==> config.mk <==
export PLATFORM = sky130hd
export DESIGN_NAME = adder_job_dispatcher
export DESIGN_NICKNAME = d
export VERILOG_FILES = /design/src/rtl/adder_job_dispatcher.sv
export SDC_FILE = /design/constraint.sdc
export NUM_CORES = 1
export LEC_CHECK = 0
export ABC_AREA = 1
export ABC_CLOCK_PERIOD_IN_PS = 6500
export CORE_MARGIN = 2
export CORE_UTILIZATION = 40
export DETAILED_ROUTE_END_ITERATION = 6
export SYNTH_ARGS = -nofsm -noshare
export SYNTH_HDL_FRONTEND = slang
export SYNTH_SLANG_ARGS = --single-unit
==> constraint.sdc <==
create_clock -name clk -period 6.5 [get_ports clk]
set_clock_uncertainty 0.2 [all_clocks]
set_input_delay 1.625 -clock clk [delete_from_list [all_inputs] [get_ports clk]]
set_output_delay 1.625 -clock clk [all_outputs]
set_load 0.02 [all_outputs]
==> src/rtl/adder_job_dispatcher.sv <==
`default_nettype none
// ============================================================================
//  Module      : adder_job_dispatcher
//  Description : Feeder / collector wrapped around a sequential adder.
//                Operand pairs arrive over a valid/ready stream into a small
//                FIFO. One job at a time goes to the adder through its
//                start/done handshake. Each result is held in an output
//                register and offered over a valid/ready stream.
//
//  Parameters  : WIDTH   - operand width (adder result is WIDTH+1 bits)
//                DEPTH   - operand FIFO entries (power of 2, >= 2)
//                TIMEOUT - WAIT-state cycle limit (timeout build only)
//
//  Ports       : clk, reset           - clock, synchronous active-high reset
//                in_valid/in_ready    - operand stream handshake
//                in_a, in_b           - operand pair
//                add_start            - one-cycle start pulse to the adder
//                add_a, add_b         - registered operands to the adder
//                add_done             - adder completion (sampled in WAIT)
//                add_sum/add_overflow - adder result, forwarded bit-exact
//                out_valid/out_ready  - result stream handshake
//                out_sum/out_overflow - held result
//                out_timeout          - result was aborted by timeout
//                busy                 - FSM not idle or FIFO non-empty
//                fifo_count           - FIFO occupancy
//
//  Build macro : ADDER_DISPATCH_TIMEOUT_EN - when defined, a WAIT-state
//                cycle counter aborts a job after TIMEOUT cycles without
//                add_done. When undefined, WAIT waits indefinitely and
//                out_timeout is tied to 0.
//
//  Revision    : 1.0 - initial release
// ============================================================================
module adder_job_dispatcher #(
    parameter int WIDTH   = 16,
    parameter int DEPTH   = 4,
    parameter int TIMEOUT = 64
) (
    input  logic                   clk,
    input  logic                   reset,
    input  logic                   in_valid,
    output logic                   in_ready,
    input  logic [WIDTH-1:0]       in_a,
    input  logic [WIDTH-1:0]       in_b,
    output logic                   add_start,
    output logic [WIDTH-1:0]       add_a,
    output logic [WIDTH-1:0]       add_b,
    input  logic                   add_done,
    input  logic [WIDTH:0]         add_sum,
    input  logic                   add_overflow,
    output logic                   out_valid,
    input  logic                   out_ready,
    output logic [WIDTH:0]         out_sum,
    output logic                   out_overflow,
    output logic                   out_timeout,
    output logic                   busy,
    output logic [$clog2(DEPTH):0] fifo_count
);

    localparam int                  c_ADDR_W  = $clog2(DEPTH);
    localparam int                  c_CNT_W   = c_ADDR_W + 1;
    localparam logic [c_CNT_W-1:0]  c_FULL    = c_CNT_W'(DEPTH);
    localparam logic [c_CNT_W-1:0]  c_CNT_ONE = c_CNT_W'(1);
    localparam logic [c_ADDR_W-1:0] c_PTR_ONE = c_ADDR_W'(1);

    // Reject configurations the pointer arithmetic cannot support.
    generate
        if (DEPTH < 2 || (DEPTH & (DEPTH - 1)) != 0 || TIMEOUT < 1) begin : g_bad_params
            $error("adder_job_dispatcher: DEPTH must be a power of 2 >= 2 and TIMEOUT >= 1");
        end
    endgenerate

    typedef enum logic [1:0] {
        ST_IDLE  = 2'd0,
        ST_ISSUE = 2'd1,
        ST_WAIT  = 2'd2,
        ST_HOLD  = 2'd3
    } state_t;

    state_t                 r_state_q,   w_state_d;
    logic [2*WIDTH-1:0]     r_mem_q [DEPTH];
    logic [c_ADDR_W-1:0]    r_wr_ptr_q,  w_wr_ptr_d;
    logic [c_ADDR_W-1:0]    r_rd_ptr_q,  w_rd_ptr_d;
    logic [c_CNT_W-1:0]     r_count_q,   w_count_d;
    logic [WIDTH-1:0]       r_add_a_q,   w_add_a_d;
    logic [WIDTH-1:0]       r_add_b_q,   w_add_b_d;
    logic [WIDTH:0]         r_out_sum_q, w_out_sum_d;
    logic                   r_out_ovf_q, w_out_ovf_d;

    logic                   w_push;
    logic                   w_pop;
    logic                   w_timeout;
    logic                   w_add_start;
    logic [2*WIDTH-1:0]     w_head;

    // ------------------------------------------------------------------
    // Operand FIFO. in_ready looks only at the registered count, so a pop
    // in the same cycle never lets a push into a full FIFO.
    // ------------------------------------------------------------------
    assign in_ready = (r_count_q < c_FULL);
    assign w_push   = in_valid & in_ready;
    assign w_head   = r_mem_q[r_rd_ptr_q];

    always_comb begin
        w_wr_ptr_d = r_wr_ptr_q;
        w_rd_ptr_d = r_rd_ptr_q;
        w_count_d  = r_count_q;
        if (w_push) begin
            w_wr_ptr_d = r_wr_ptr_q + c_PTR_ONE;
        end
        if (w_pop) begin
            w_rd_ptr_d = r_rd_ptr_q + c_PTR_ONE;
        end
        case ({w_push, w_pop})
            2'b10:   w_count_d = r_count_q + c_CNT_ONE;
            2'b01:   w_count_d = r_count_q - c_CNT_ONE;
            default: w_count_d = r_count_q;
        endcase
    end

    // Storage needs no reset: occupancy is tracked by the pointers/count.
    always_ff @(posedge clk) begin
        if (w_push) begin
            r_mem_q[r_wr_ptr_q] <= {in_a, in_b};
        end
    end

    // ------------------------------------------------------------------
    // Job FSM. add_done is looked at only in WAIT, so a done level left
    // over from the previous job cannot complete the next one early.
    // ------------------------------------------------------------------
    always_comb begin
        w_state_d   = r_state_q;
        w_add_a_d   = r_add_a_q;
        w_add_b_d   = r_add_b_q;
        w_out_sum_d = r_out_sum_q;
        w_out_ovf_d = r_out_ovf_q;
        w_pop       = 1'b0;
        w_add_start = 1'b0;
        case (r_state_q)
            ST_IDLE: begin
                if (r_count_q != '0) begin
                    // Operands are loaded only here, so they stay put
                    // for the whole ISSUE/WAIT span.
                    {w_add_a_d, w_add_b_d} = w_head;
                    w_state_d              = ST_ISSUE;
                end
            end
            ST_ISSUE: begin
                w_add_start = 1'b1;
                w_state_d   = ST_WAIT;
            end
            ST_WAIT: begin
                if (add_done) begin
                    w_out_sum_d = add_sum;
                    w_out_ovf_d = add_overflow;
                    w_pop       = 1'b1;
                    w_state_d   = ST_HOLD;
                end else if (w_timeout) begin
                    w_out_sum_d = '0;
                    w_out_ovf_d = 1'b0;
                    w_pop       = 1'b1;
                    w_state_d   = ST_HOLD;
                end
            end
            ST_HOLD: begin
                if (out_ready) begin
                    w_state_d = ST_IDLE;
                end
            end
            default: begin
                w_state_d = ST_IDLE;
            end
        endcase
    end

    always_ff @(posedge clk) begin
        if (reset) begin
            r_state_q   <= ST_IDLE;
            r_wr_ptr_q  <= '0;
            r_rd_ptr_q  <= '0;
            r_count_q   <= '0;
            r_add_a_q   <= '0;
            r_add_b_q   <= '0;
            r_out_sum_q <= '0;
            r_out_ovf_q <= 1'b0;
        end else begin
            r_state_q   <= w_state_d;
            r_wr_ptr_q  <= w_wr_ptr_d;
            r_rd_ptr_q  <= w_rd_ptr_d;
            r_count_q   <= w_count_d;
            r_add_a_q   <= w_add_a_d;
            r_add_b_q   <= w_add_b_d;
            r_out_sum_q <= w_out_sum_d;
            r_out_ovf_q <= w_out_ovf_d;
        end
    end

    // ------------------------------------------------------------------
    // Optional WAIT-state timeout.
    // ------------------------------------------------------------------
`ifdef ADDER_DISPATCH_TIMEOUT_EN
    localparam int                c_TO_W    = (TIMEOUT > 1) ? $clog2(TIMEOUT) : 1;
    localparam logic [c_TO_W-1:0] c_TO_LAST = c_TO_W'(TIMEOUT - 1);
    localparam logic [c_TO_W-1:0] c_TO_ONE  = c_TO_W'(1);

    logic [c_TO_W-1:0] r_wait_cnt_q, w_wait_cnt_d;
    logic              r_out_to_q,   w_out_to_d;

    // The counter sits at zero outside WAIT, which gives the clear on entry.
    // It holds the number of WAIT cycles already spent without add_done, so
    // reaching TIMEOUT-1 means this is the TIMEOUT-th such cycle.
    always_comb begin
        w_wait_cnt_d = '0;
        if (r_state_q == ST_WAIT) begin
            w_wait_cnt_d = r_wait_cnt_q + c_TO_ONE;
        end
    end

    assign w_timeout = (r_state_q == ST_WAIT) && (r_wait_cnt_q == c_TO_LAST);

    always_comb begin
        w_out_to_d = r_out_to_q;
        if (r_state_q == ST_WAIT && !add_done && w_timeout) begin
            w_out_to_d = 1'b1;
        end else if (r_state_q == ST_HOLD && out_ready) begin
            w_out_to_d = 1'b0;
        end
    end

    always_ff @(posedge clk) begin
        if (reset) begin
            r_wait_cnt_q <= '0;
            r_out_to_q   <= 1'b0;
        end else begin
            r_wait_cnt_q <= w_wait_cnt_d;
            r_out_to_q   <= w_out_to_d;
        end
    end

    assign out_timeout = r_out_to_q;
`else
    assign w_timeout   = 1'b0;
    assign out_timeout = 1'b0;
`endif

    // ------------------------------------------------------------------
    // Outputs
    // ------------------------------------------------------------------
    assign add_start    = w_add_start;
    assign add_a        = r_add_a_q;
    assign add_b        = r_add_b_q;
    assign out_valid    = (r_state_q == ST_HOLD);
    assign out_sum      = r_out_sum_q;
    assign out_overflow = r_out_ovf_q;
    assign busy         = (r_state_q != ST_IDLE) || (r_count_q != '0);
    assign fifo_count   = r_count_q;

endmodule
`default_nettype wire

==> flow_summary.rst, run 1 <==
.. list-table::
   :header-rows: 1

   * - Metric
     - Value
   * - Maximum number of pins on one net before global-route repair
     - 67
   * - Layout Cell Area excl Fill
     - 0.00977 sq mm
   * - Sum of negative setup slack
     - 0 ps
   * - Nature of the critical path startpoint
     - input pin
   * - Input/output buffers
     - 111
   * - Final nets
     - 1,026
   * - Number of clock sinks
     - 187
   * - Data arrival time of the critical path
     - 3950 ps
   * - Die extent in y
     - 145 microns
   * - Flip-flop and latch count after synthesis
     - 187
   * - Unrepaired setup endpoints after global routing
     - no
   * - Number of cells in the design after placement
     - 1,207
   * - Register-to-register setup slack
     - 3750 ps
   * - Buffers inserted during post-CTS setup optimization
     - 0
   * - Overall power consumption
     - 3.63 mW
   * - Transition at the pin with the smallest max-transition slack
     - 1100 ps
   * - Leading post-synthesis cells by cell area
     - edfxtp_1, dfxtp_1, nand2_1, inv_1, nor2_1
   * - Number of core rows
     - 51
   * - Final cycle utilization of the critical path
     - 58.1%
   * - Count of hold-fix buffers inserted at cts
     - 0
   * - Peak clock frequency supported by timing
     - 0.265 GHz
   * - Number of hold-slack violations in the final timing report
     - 0
   * - First-pass iteration count of the detailed router
     - 4
   * - Effective utilization at floorplan
     - 40.8%
   * - Worst setup startpoint
     - add_done
   * - Max Cap Violations
     - 0
   * - Clock Pin Slew Worst Setup and Hold Paths
     - 70 ps
   * - Largest fanout on the critical path
     - 20
   * - Final setup violation count
     - 0
   * - Clock tree from TritonCTS
     - built
   * - Worst setup EP type
     - flop
   * - Placed standard-cell area
     - 0.00916 sq mm
   * - Area fraction of the dominant cell type after synthesis
     - 48.6%
   * - Class of the tightest hold or removal check
     - reg -> reg
   * - CTS buffer count
     - 17
   * - Syn_area_per_cell
     - 9.13 sq um
   * - Number of global-route vias before repair
     - 5,132
   * - Crit Reg-Reg Endpoint
     - fifo_count[2]
   * - Setup WS pre-CTS
     - 2260 ps
   * - Power density over cell area
     - 371 mW/mm^2
   * - Filler Cells Inserted
     - 1,851
   * - Total vias in the final route
     - 5,413
   * - Largest buffer count on any clock path
     - 2
   * - Critical setup path kind
     - in -> reg
   * - Post-layout minimum cycle time
     - 3780 ps
   * - Yosys warnings
     - 0
   * - Area occupied by registers
     - 0.00503 sq mm
   * - Hold Path Cell Cnt
     - 2
   * - Final worst hold slack
     - 282 ps
   * - Most area-hungry cell type in the Yosys netlist
     - edfxtp_1
   * - Clock latency on the worst-skew pair
     - 430 ps
   * - Final antenna-violating net count
     - 0
   * - Wire length of the first global-routing pass
     - 25,200 microns
   * - Worst Path Required
     - 6670 ps
   * - Final weighted congestion of routability-driven global placement
     - 0.714
   * - Yosys cell types
     - 20
   * - Die area
     - 0.0209 sq mm
   * - Core Area
     - 0.0194 sq mm
   * - Status
     - finished, final reports clean
   * - Count of non-filler cells in the finished layout
     - 1,239
   * - Mean number of vias per cell
     - 4.37
   * - Post-synthesis net count
     - 931
   * - Die outline width
     - 145 microns
   * - Global-route usage over all layers
     - 15.7%
   * - Fraction of final layout cells sized beyond drive strength 1
     - 8.32%
   * - Clock root buffer
     - clkbuf_16
   * - Count of mapped cells out of synthesis
     - 866
   * - # resized after CTS
     - 0
   * - Utilization after layout
     - 50.4%
   * - Total gr overflow
     - 0
   * - Routed WL
     - 15,500 microns
   * - Startpoint of the lowest-slack register-to-register path
     - r_state_q[0]
   * - Total DRC errors in the routed layout
     - 0
   * - Initial antenna violation count
     - 0
   * - H-tree Lvls
     - 4
   * - Final count of pins violating max slew
     - 0
   * - Post-Syn Area
     - 0.00791 sq mm
   * - Max VDD drop
     - 192 uV
   * - Antenna Cells
     - 0
   * - Area taken by multi-input logic gates
     - 0.00198 sq mm
   * - Logic depth of the worst register-to-register path
     - 12
   * - Number of top-level pins
     - 113
   * - Worst slew slack as a fraction of its limit
     - 26.5%
   * - Final worst setup slack
     - 2720 ps
   * - Mean routed wirelength per cell
     - 12.5 microns
   * - Capturing element of the worst setup path
     - fifo_count[2]
   * - Post-detailed-placement half-perimeter wirelength
     - 9220 microns
   * - Sequential area share after synthesis
     - 63.6%
   * - Lkg Pwr
     - 4.22 nW
   * - Layout overhead on the synthesized area
     - 23.6%
   * - DRT iter0 DRCs
     - 302
==> kinds of logic after synthesis <==
family	after synthesis	share of synthesized area, %
other cells	1	0.0474
fa+ha+maj	10	1.68
simple gates	417	20.9
buf+inv	220	11.8
flops	187	63.6
compound gates	31	1.96
==> metal layers <==
metal | track usage, % | share of wire [%] | vias to the layer above
li1 | - | - | 2823
met1 | 19.8 | 47 | 2472
met2 | 27.2 | 48 | 102
met3 | 3.15 | 3.9 | 16
met5 | 0 | 0 | -
met4 | 5.06 | 1.2 | 0
==> state kept, by name, summed over array words and instances, names as in the netlist, 2 cells and up <==
name	cells
out_sum	17
r_wr_ptr_q	2
add_a	16
fifo_count	3
add_b	16
r_state_q	2
r_mem_q	128
r_rd_ptr_q	2
==> worst min path at each step <==
stage                        startpoint            end
after global routing        out_sum[16]    out_sum[16]
after floorplan           r_wr_ptr_q[1]  r_wr_ptr_q[1]
after detailed placement    out_sum[16]    out_sum[16]
final                       out_sum[16]    out_sum[16]
after CTS                   out_sum[16]    out_sum[16]
after global placement       out_sum[4]     out_sum[4]
==> cells in the final DEF (no fill, tap or decap), types with 2 or more instances in the layout <==
cell type / count
inv_2: 36
nand2_1: 239
clkinv_1: 17
nand3_1: 67
clkbuf_16: 17
nor2_1: 105
bufinv_16: 4
dfxtp_1: 57
edfxtp_1: 128
clkdlybuf4s50_1: 111
nand2_2: 2
clkinv_2: 9
nor2_4: 4
buf_4: 3
a21oi_1: 8
o21ai_1: 5
inv_1: 126
o21ai_0: 18
ha_1: 9
dfxtp_2: 2
==> cells in the mapped netlist (all sizes together) <==
library cell and n:
nor2 109, nand2 241, clkbuf 5, o21ai 23, inv 162, buf 33, dfxtp 59, conb 1
a21oi 8, ha 9, fa 1, nand3 67, edfxtp 128, clkinv 20
==> area by class of cell <==
class / count / area share [%]
Multi-Input combinational cell: 459 / 20.2
Clock inverter: 13 / 1.77
Timing Repair Buffer: 114 / 11.6
Inverter: 182 / 7.05
Sequential cell: 187 / 51.4
Tap cell: 265 / 3.39
Clock buffer: 19 / 4.53
==> power breakdown <==
| group | internal, mW | switching (mW) | total [mW] |
|---|---|---|---|
| Combinational | 0.410 | 0.603 | 1.01 |
| Clock | 0.650 | 0.430 | 1.08 |
| Sequential | 1.46 | 0.0768 | 1.53 |
| Total | 2.52 | 1.11 | 3.63 |
==> worst max-delay path, stage by stage <==
cell             delay [ps]
clkdlybuf4s50_1         470
nand2_1                 330
inv_2                   420
ha_1                    240
inv_1                    70
fa_1                    380
nand2_1                  80
nand3_1                  90
nand2_1                  70
nand2_1                  50
nor2_1                  110
Power figures use the tool's default switching activity.
==> run 2: changes to the inputs <==
Settings changed: ABC_CLOCK_PERIOD_IN_PS 6500 to 3200.
Clock period 6.5 ns to 3.2 ns, I/O delays scaled along.
==> run 2 against run 1 <==
Effect of this change: die area is the same; register-to-register slack lost 2600 ps; critical path type is now reg -> out; hold slack is essentially flat; wire length grew 0.59%; global-route usage grew 0.089 points.
==> flow_summary.rst, run 2 (synthesized netlist as in run 1, its figures left out) <==
.. list-table::
   :header-rows: 1

   * - Metric
     - Value
   * - Max incr delay on CP
     - 630 ps (+160 ps)
   * - Global-route usage over all layers
     - 15.8% (+0.089 points)
   * - Wire length of the first global-routing pass
     - 25,100 microns (-0.25%)
   * - Clock latency on the worst-skew pair
     - 420 ps (about the same)
   * - Buffers plus inverters on the worst setup path
     - 2 (-1)
   * - Fraction of final layout cells sized beyond drive strength 1
     - 9.42% (+1.1 points)
   * - Unrepaired setup endpoints after global routing
     - no
   * - Core Area
     - 0.0194 sq mm (unchanged)
   * - DRT iter0 DRCs
     - 214 (-29%)
   * - Worst slew slack as a fraction of its limit
     - 46.8% (+20 points)
   * - Die outline width
     - 145 microns (unchanged)
   * - Final cycle utilization of the critical path
     - 89.9%
   * - Final weighted congestion of routability-driven global placement
     - 0.695 (-2.7%)
   * - Final count of pins violating max slew
     - 0 (unchanged)
   * - Data arrival time of the critical path
     - 1880 ps (-2070 ps)
   * - Post-detailed-placement half-perimeter wirelength
     - 9510 microns (+3.1%)
   * - Routed WL
     - 15,600 microns (+0.59%)
   * - Logic depth of the worst register-to-register path
     - 7 (-5)
   * - Initial antenna violation count
     - 0 (unchanged)
   * - Largest fanout on the critical path
     - 4 (-80%)
   * - Peak clock frequency supported by timing
     - 0.348 GHz
   * - Filler Cells Inserted
     - 1,797 (-2.9%)
   * - Largest register FFs
     - 128 (unchanged)
   * - Clock root buffer
     - clkbuf_16
   * - Final nets
     - 1,039 (+1.3%)
   * - Number of clock sinks
     - 187 (unchanged)
   * - Commonest cells after routing, fill and taps aside
     - nand2_1, edfxtp_1, inv_1, clkdlybuf4s50_1, nor2_1
   * - Final setup violation count
     - 0 (unchanged)
   * - Layout Cell Area excl Fill
     - 0.00991 sq mm (+1.4%)
   * - Placed standard-cell area
     - 0.00929 sq mm (+1.5%)
   * - Family with the most delay on the worst path
     - buffers and inverters
   * - Hold Path Cell Cnt
     - 2 (unchanged)
   * - H-tree Lvls
     - 4 (unchanged)
   * - Worst setup EP type
     - primary output
   * - Critical setup path kind
     - reg -> out
   * - # resized after CTS
     - 0 (unchanged)
   * - Most common library cell in the layout ignoring fill and taps
     - nand2_1
   * - Count of hold-fix buffers inserted at cts
     - 0 (unchanged)
   * - Final antenna-violating net count
     - 0 (unchanged)
   * - Total gr overflow
     - 0 (unchanged)
   * - Nature of the critical path startpoint
     - flop
   * - Max Cap Violations
     - 0 (unchanged)
   * - Input/output buffers
     - 111 (unchanged)
   * - Layout overhead on the synthesized area
     - 25.4%
   * - CTS buffer count
     - 17 (unchanged)
   * - Power density over cell area
     - 747 mW/mm^2 (+100%)
   * - Mean number of vias per cell
     - 4.30 (-1.6%)
   * - Buffers inserted during post-CTS setup optimization
     - 0 (unchanged)
   * - Overall power consumption
     - 7.40 mW (+100%)
   * - Largest buffer count on any clock path
     - 2 (unchanged)
   * - Number of hold-slack violations in the final timing report
     - 0 (unchanged)
   * - Number of global-route vias before repair
     - 5,183 (+0.99%)
   * - Clock tree from TritonCTS
     - built
   * - Critical Path, Cell by Cell
     - inv_1 -> ha_1 -> nand3_1 -> clkdlybuf4s50_1
   * - Post-layout minimum cycle time
     - 2880 ps
   * - Total DRC errors in the routed layout
     - 0 (unchanged)
   * - Max VDD drop
     - 398 uV (+110%)
   * - Total stage count of the critical path
     - 4 (-7)
   * - Status
     - finished, final reports clean
   * - Class of the tightest hold or removal check
     - reg -> reg
   * - Number of top-level pins
     - 113 (unchanged)
   * - Sum of negative setup slack
     - 0 ps (unchanged)
   * - Number of core rows
     - 51 (unchanged)
   * - Register ranked first by flip-flop count
     - r_mem_q
   * - CP max-delay cell
     - clkdlybuf4s50_1
   * - Die extent in y
     - 145 microns (unchanged)
   * - Die area
     - 0.0209 sq mm (unchanged)
   * - Mean routed wirelength per cell
     - 12.5 microns (-0.46%)
   * - Antenna Cells
     - 0 (unchanged)
   * - First-pass iteration count of the detailed router
     - 5 (+1)
   * - Total vias in the final route
     - 5,381 (-0.59%)
   * - Lkg Pwr
     - 4.29 nW (+1.7%)
   * - Clock Pin Slew Worst Setup and Hold Paths
     - 70 ps (about the same)
   * - Transition at the pin with the smallest max-transition slack
     - 795 ps (-305 ps)
   * - Maximum number of pins on one net before global-route repair
     - 66 (-1.5%)
   * - Worst Path Required
     - 2200 ps (-4470 ps)
   * - Effective utilization at floorplan
     - 40.8% (unchanged)
==> run 2: cell types whose count changed in the layout (fill, tap and decap cells not counted), sizes merged <==
cell,previous run,this run
buf,3,16
clkinv,27,25
clkinvlp,1,3
clkbuf,19,20
inv,163,162
==> run 2: power by group <==
group          switching [mW]  internal, mW  total (mW)
combinational            1.23         0.875        2.11
clock                   0.870          1.32        2.19
sequential              0.148          2.95        3.10
total                    2.25          5.15        7.40
==> run 2: area by class of cell <==
cell class                 count  area (sq um)  area share [%]
sequential                   187          5030            50.7
multi-input combinational    459          1980            19.9
timing repair buffer         127          1270            12.8
inverter                     182           689            6.96
clock buffer                  20           447            4.51
tap                          265           332            3.35
clock inverter                12           173            1.74
==> run 2: final timing paths <==
| kind | endpoint | slack [ps] | start |
|---|---|---|---|
| min reg2reg | out_sum[1] | 280 | out_sum[1] |
| max | busy | 320 | r_state_q[0] |
| max reg2reg | add_b[8] | 1110 | r_state_q[0] |
| min | out_sum[1] | 280 | out_sum[1] |
==> run 2: metal layers <==
layer / share of wire [%] / global-route usage (%) / routed length, microns
met5: 0 / 0 / 0
met4: 0.76 / 4.96 / 118
met1: 46 / 19.8 / 7190
met2: 49 / 27.4 / 7680
met3: 4.1 / 3.28 / 637
==> run 2: worst min-delay path: stages, from the launching register on <==
cell and delay, ps:
dfxtp_1 320, nor2_1 50, nor2_1 80
==> run 2: through the flow <==
step	utilization (%)	hold WS (ps)	setup slack, ps	std cells
after floorplan	-	290	237	866
after global placement	47.9	262	539	1220
after detailed placement	47.9	273	515	1220
after CTS	51.1	289	302	1252
after global routing	51.1	301	216	1252
final	51.1	282	324	1252
==> run 3: changes to the inputs <==
Settings changed: ABC_CLOCK_PERIOD_IN_PS 3200 to 2800.
Clock period 3.2 ns to 2.8 ns, I/O delays scaled along.
==> run 3 against run 2 <==
Effect of this change: non-clock buffer count grew 3; die area is the same; combinational power grew 15%; critical path type unchanged; highest routed layer unchanged.
==> flow_summary.rst, run 3 (synthesized netlist as in run 1, its figures left out) <==
.. list-table::
   :header-rows: 1

   * - Metric
     - Value
   * - Class of the tightest hold or removal check
     - reg -> reg
   * - Global-route usage over all layers
     - 15.6% (-0.23 points)
   * - Fraction of final layout cells sized beyond drive strength 1
     - 10.0% (+0.58 points)
   * - Mean routed wirelength per cell
     - 12.6 microns (+0.97%)
   * - Clock Pin Slew Worst Setup and Hold Paths
     - 70 ps (about the same)
   * - Initial antenna violation count
     - 0 (unchanged)
   * - Commonest cells after routing, fill and taps aside
     - nand2_1, edfxtp_1, inv_1, clkdlybuf4s50_1, nor2_1
   * - Total DRC errors in the routed layout
     - 0 (unchanged)
   * - Die extent in y
     - 145 microns (unchanged)
   * - Post-detailed-placement half-perimeter wirelength
     - 9770 microns (+2.7%)
   * - Transition at the pin with the smallest max-transition slack
     - 747 ps (-48.0 ps)
   * - DRT iter0 DRCs
     - 282 (+32%)
   * - Lkg Pwr
     - 4.31 nW (+0.62%)
   * - Number of top-level pins
     - 113 (unchanged)
   * - Nature of the critical path startpoint
     - flop
   * - First-pass iteration count of the detailed router
     - 5 (unchanged)
   * - Final antenna-violating net count
     - 0 (unchanged)
   * - Largest register FFs
     - 128 (unchanged)
   * - Post-layout minimum cycle time
     - 2540 ps
   * - Layout Cell Area excl Fill
     - 0.00994 sq mm (+0.29%)
   * - Antenna Cells
     - 0 (unchanged)
   * - H-tree Lvls
     - 4 (unchanged)
   * - Final setup violation count
     - 0 (unchanged)
   * - Input/output buffers
     - 111 (unchanged)
   * - Worst Path Required
     - 1900 ps (-300 ps)
   * - Clock root buffer
     - clkbuf_16
   * - Largest buffer count on any clock path
     - 2 (unchanged)
   * - Routed WL
     - 15,800 microns (+1.2%)
   * - Maximum number of pins on one net before global-route repair
     - 66 (unchanged)
   * - Data arrival time of the critical path
     - 1640 ps (-240 ps)
   * - Effective utilization at floorplan
     - 40.8% (unchanged)
   * - Total gr overflow
     - 0 (unchanged)
   * - Core Area
     - 0.0194 sq mm (unchanged)
   * - Die outline width
     - 145 microns (unchanged)
   * - Wire length of the first global-routing pass
     - 24,600 microns (-2.2%)
   * - Number of core rows
     - 51 (unchanged)
   * - Number of global-route vias before repair
     - 4,824 (-6.9%)
   * - Worst setup EP type
     - primary output
   * - Final worst hold slack
     - 282 ps (-0.668 ps)
   * - Placed standard-cell area
     - 0.00933 sq mm (+0.38%)
   * - Most common library cell in the layout ignoring fill and taps
     - nand2_1
   * - Final weighted congestion of routability-driven global placement
     - 0.702 (+1.1%)
   * - Largest fanout on the critical path
     - 4 (unchanged)
   * - CP max-delay cell
     - clkdlybuf4s50_1
   * - CTS buffer count
     - 17 (unchanged)
   * - Unrepaired setup endpoints after global routing
     - no
   * - Clock latency on the worst-skew pair
     - 430 ps (about the same)
   * - Count of hold-fix buffers inserted at cts
     - 0 (unchanged)
   * - Max VDD drop
     - 405 uV (+1.9%)
   * - Power density over cell area
     - 852 mW/mm^2 (+14%)
   * - Peak clock frequency supported by timing
     - 0.394 GHz
   * - Critical setup path kind
     - reg -> out
   * - Final count of pins violating max slew
     - 0 (unchanged)
   * - Register ranked first by flip-flop count
     - r_mem_q
   * - Worst slew slack as a fraction of its limit
     - 50.1% (+3.3 points)
   * - Setup WS pre-CTS
     - 237 ps (-278 ps)
   * - Number of hold-slack violations in the final timing report
     - 0 (unchanged)
   * - Clock tree from TritonCTS
     - built
   * - Final nets
     - 1,042 (+0.29%)
   * - Mean number of vias per cell
     - 4.29 (-0.28%)
   * - Status
     - finished, final reports clean
   * - Critical Path, Cell by Cell
     - ha_1 -> clkdlybuf4s50_1
   * - Total vias in the final route
     - 5,379 (-0.037%)
   * - Number of clock sinks
     - 187 (unchanged)
   * - Max Cap Violations
     - 0 (unchanged)
   * - Final cycle utilization of the critical path
     - 90.6%
   * - Final worst setup slack
     - 264 ps (-60.0 ps)
   * - Max incr delay on CP
     - 620 ps (about the same)
   * - Layout overhead on the synthesized area
     - 25.7%
   * - Die area
     - 0.0209 sq mm (unchanged)
==> run 3: worst max-delay path: cells and delay by family, from the launching register on <==
family	cells	cell delay, ps
buf+inv	1	620
flops	1	380
fa+ha+maj	1	210
==> run 3: layout make-up <==
cell class / count / area, sq um
Tap cell: 265 / 332
Timing Repair Buffer: 130 / 1300
Multi-Input combinational cell: 459 / 1980
Clock buffer: 17 / 425
Clock inverter: 15 / 189
Inverter: 182 / 689
Fill cell: 1774 / 9460
Sequential cell: 187 / 5030
==> run 3: path summary, 6_finish.rpt <==
check	cells after the start	slack [ps]	startpoint	end
setup / recovery	2	260	r_state_q[1]	out_valid
hold / removal	2	280	out_sum[11]	out_sum[11]
setup reg to reg	12	770	r_state_q[0]	fifo_count[2]
hold reg to reg	2	280	out_sum[11]	out_sum[11]
==> run 3: where the power goes <==
group          switching, mW  internal, mW
logic                   1.42          1.01
registers              0.176          3.37
clock network           1.07          1.43
==> run 3: layer usage <==
metal / GRT usage [%] / vias up / wire length (microns)
met4: 5.52 / 0 / 240
met5: 0 / - / 0
met2: 25.4 / 111 / 7440
met1: 20.4 / 2391 / 7340
met3: 3.68 / 22 / 800
li1: - / 2855 / -
==> run 3: per-stage QoR <==
stage | power (mW) | instances | utilization (%) | TNS (ps)
after global routing | 8.97 | 1255 | 51.2 | 0
after global placement | 6.04 | 1223 | 48.1 | 0
final | 8.47 | 1255 | 51.2 | 0
after floorplan | 5.15 | 866 | - | -8050
after CTS | 8.56 | 1255 | 51.2 | 0
after detailed placement | 6.07 | 1223 | 48.1 | 0
==> run 3: timing repair <==
action                     4_1_cts  5_1_grt
gates resized for setup          1        0
setup buffers                    0        0
setup endpoints to repair        1        0
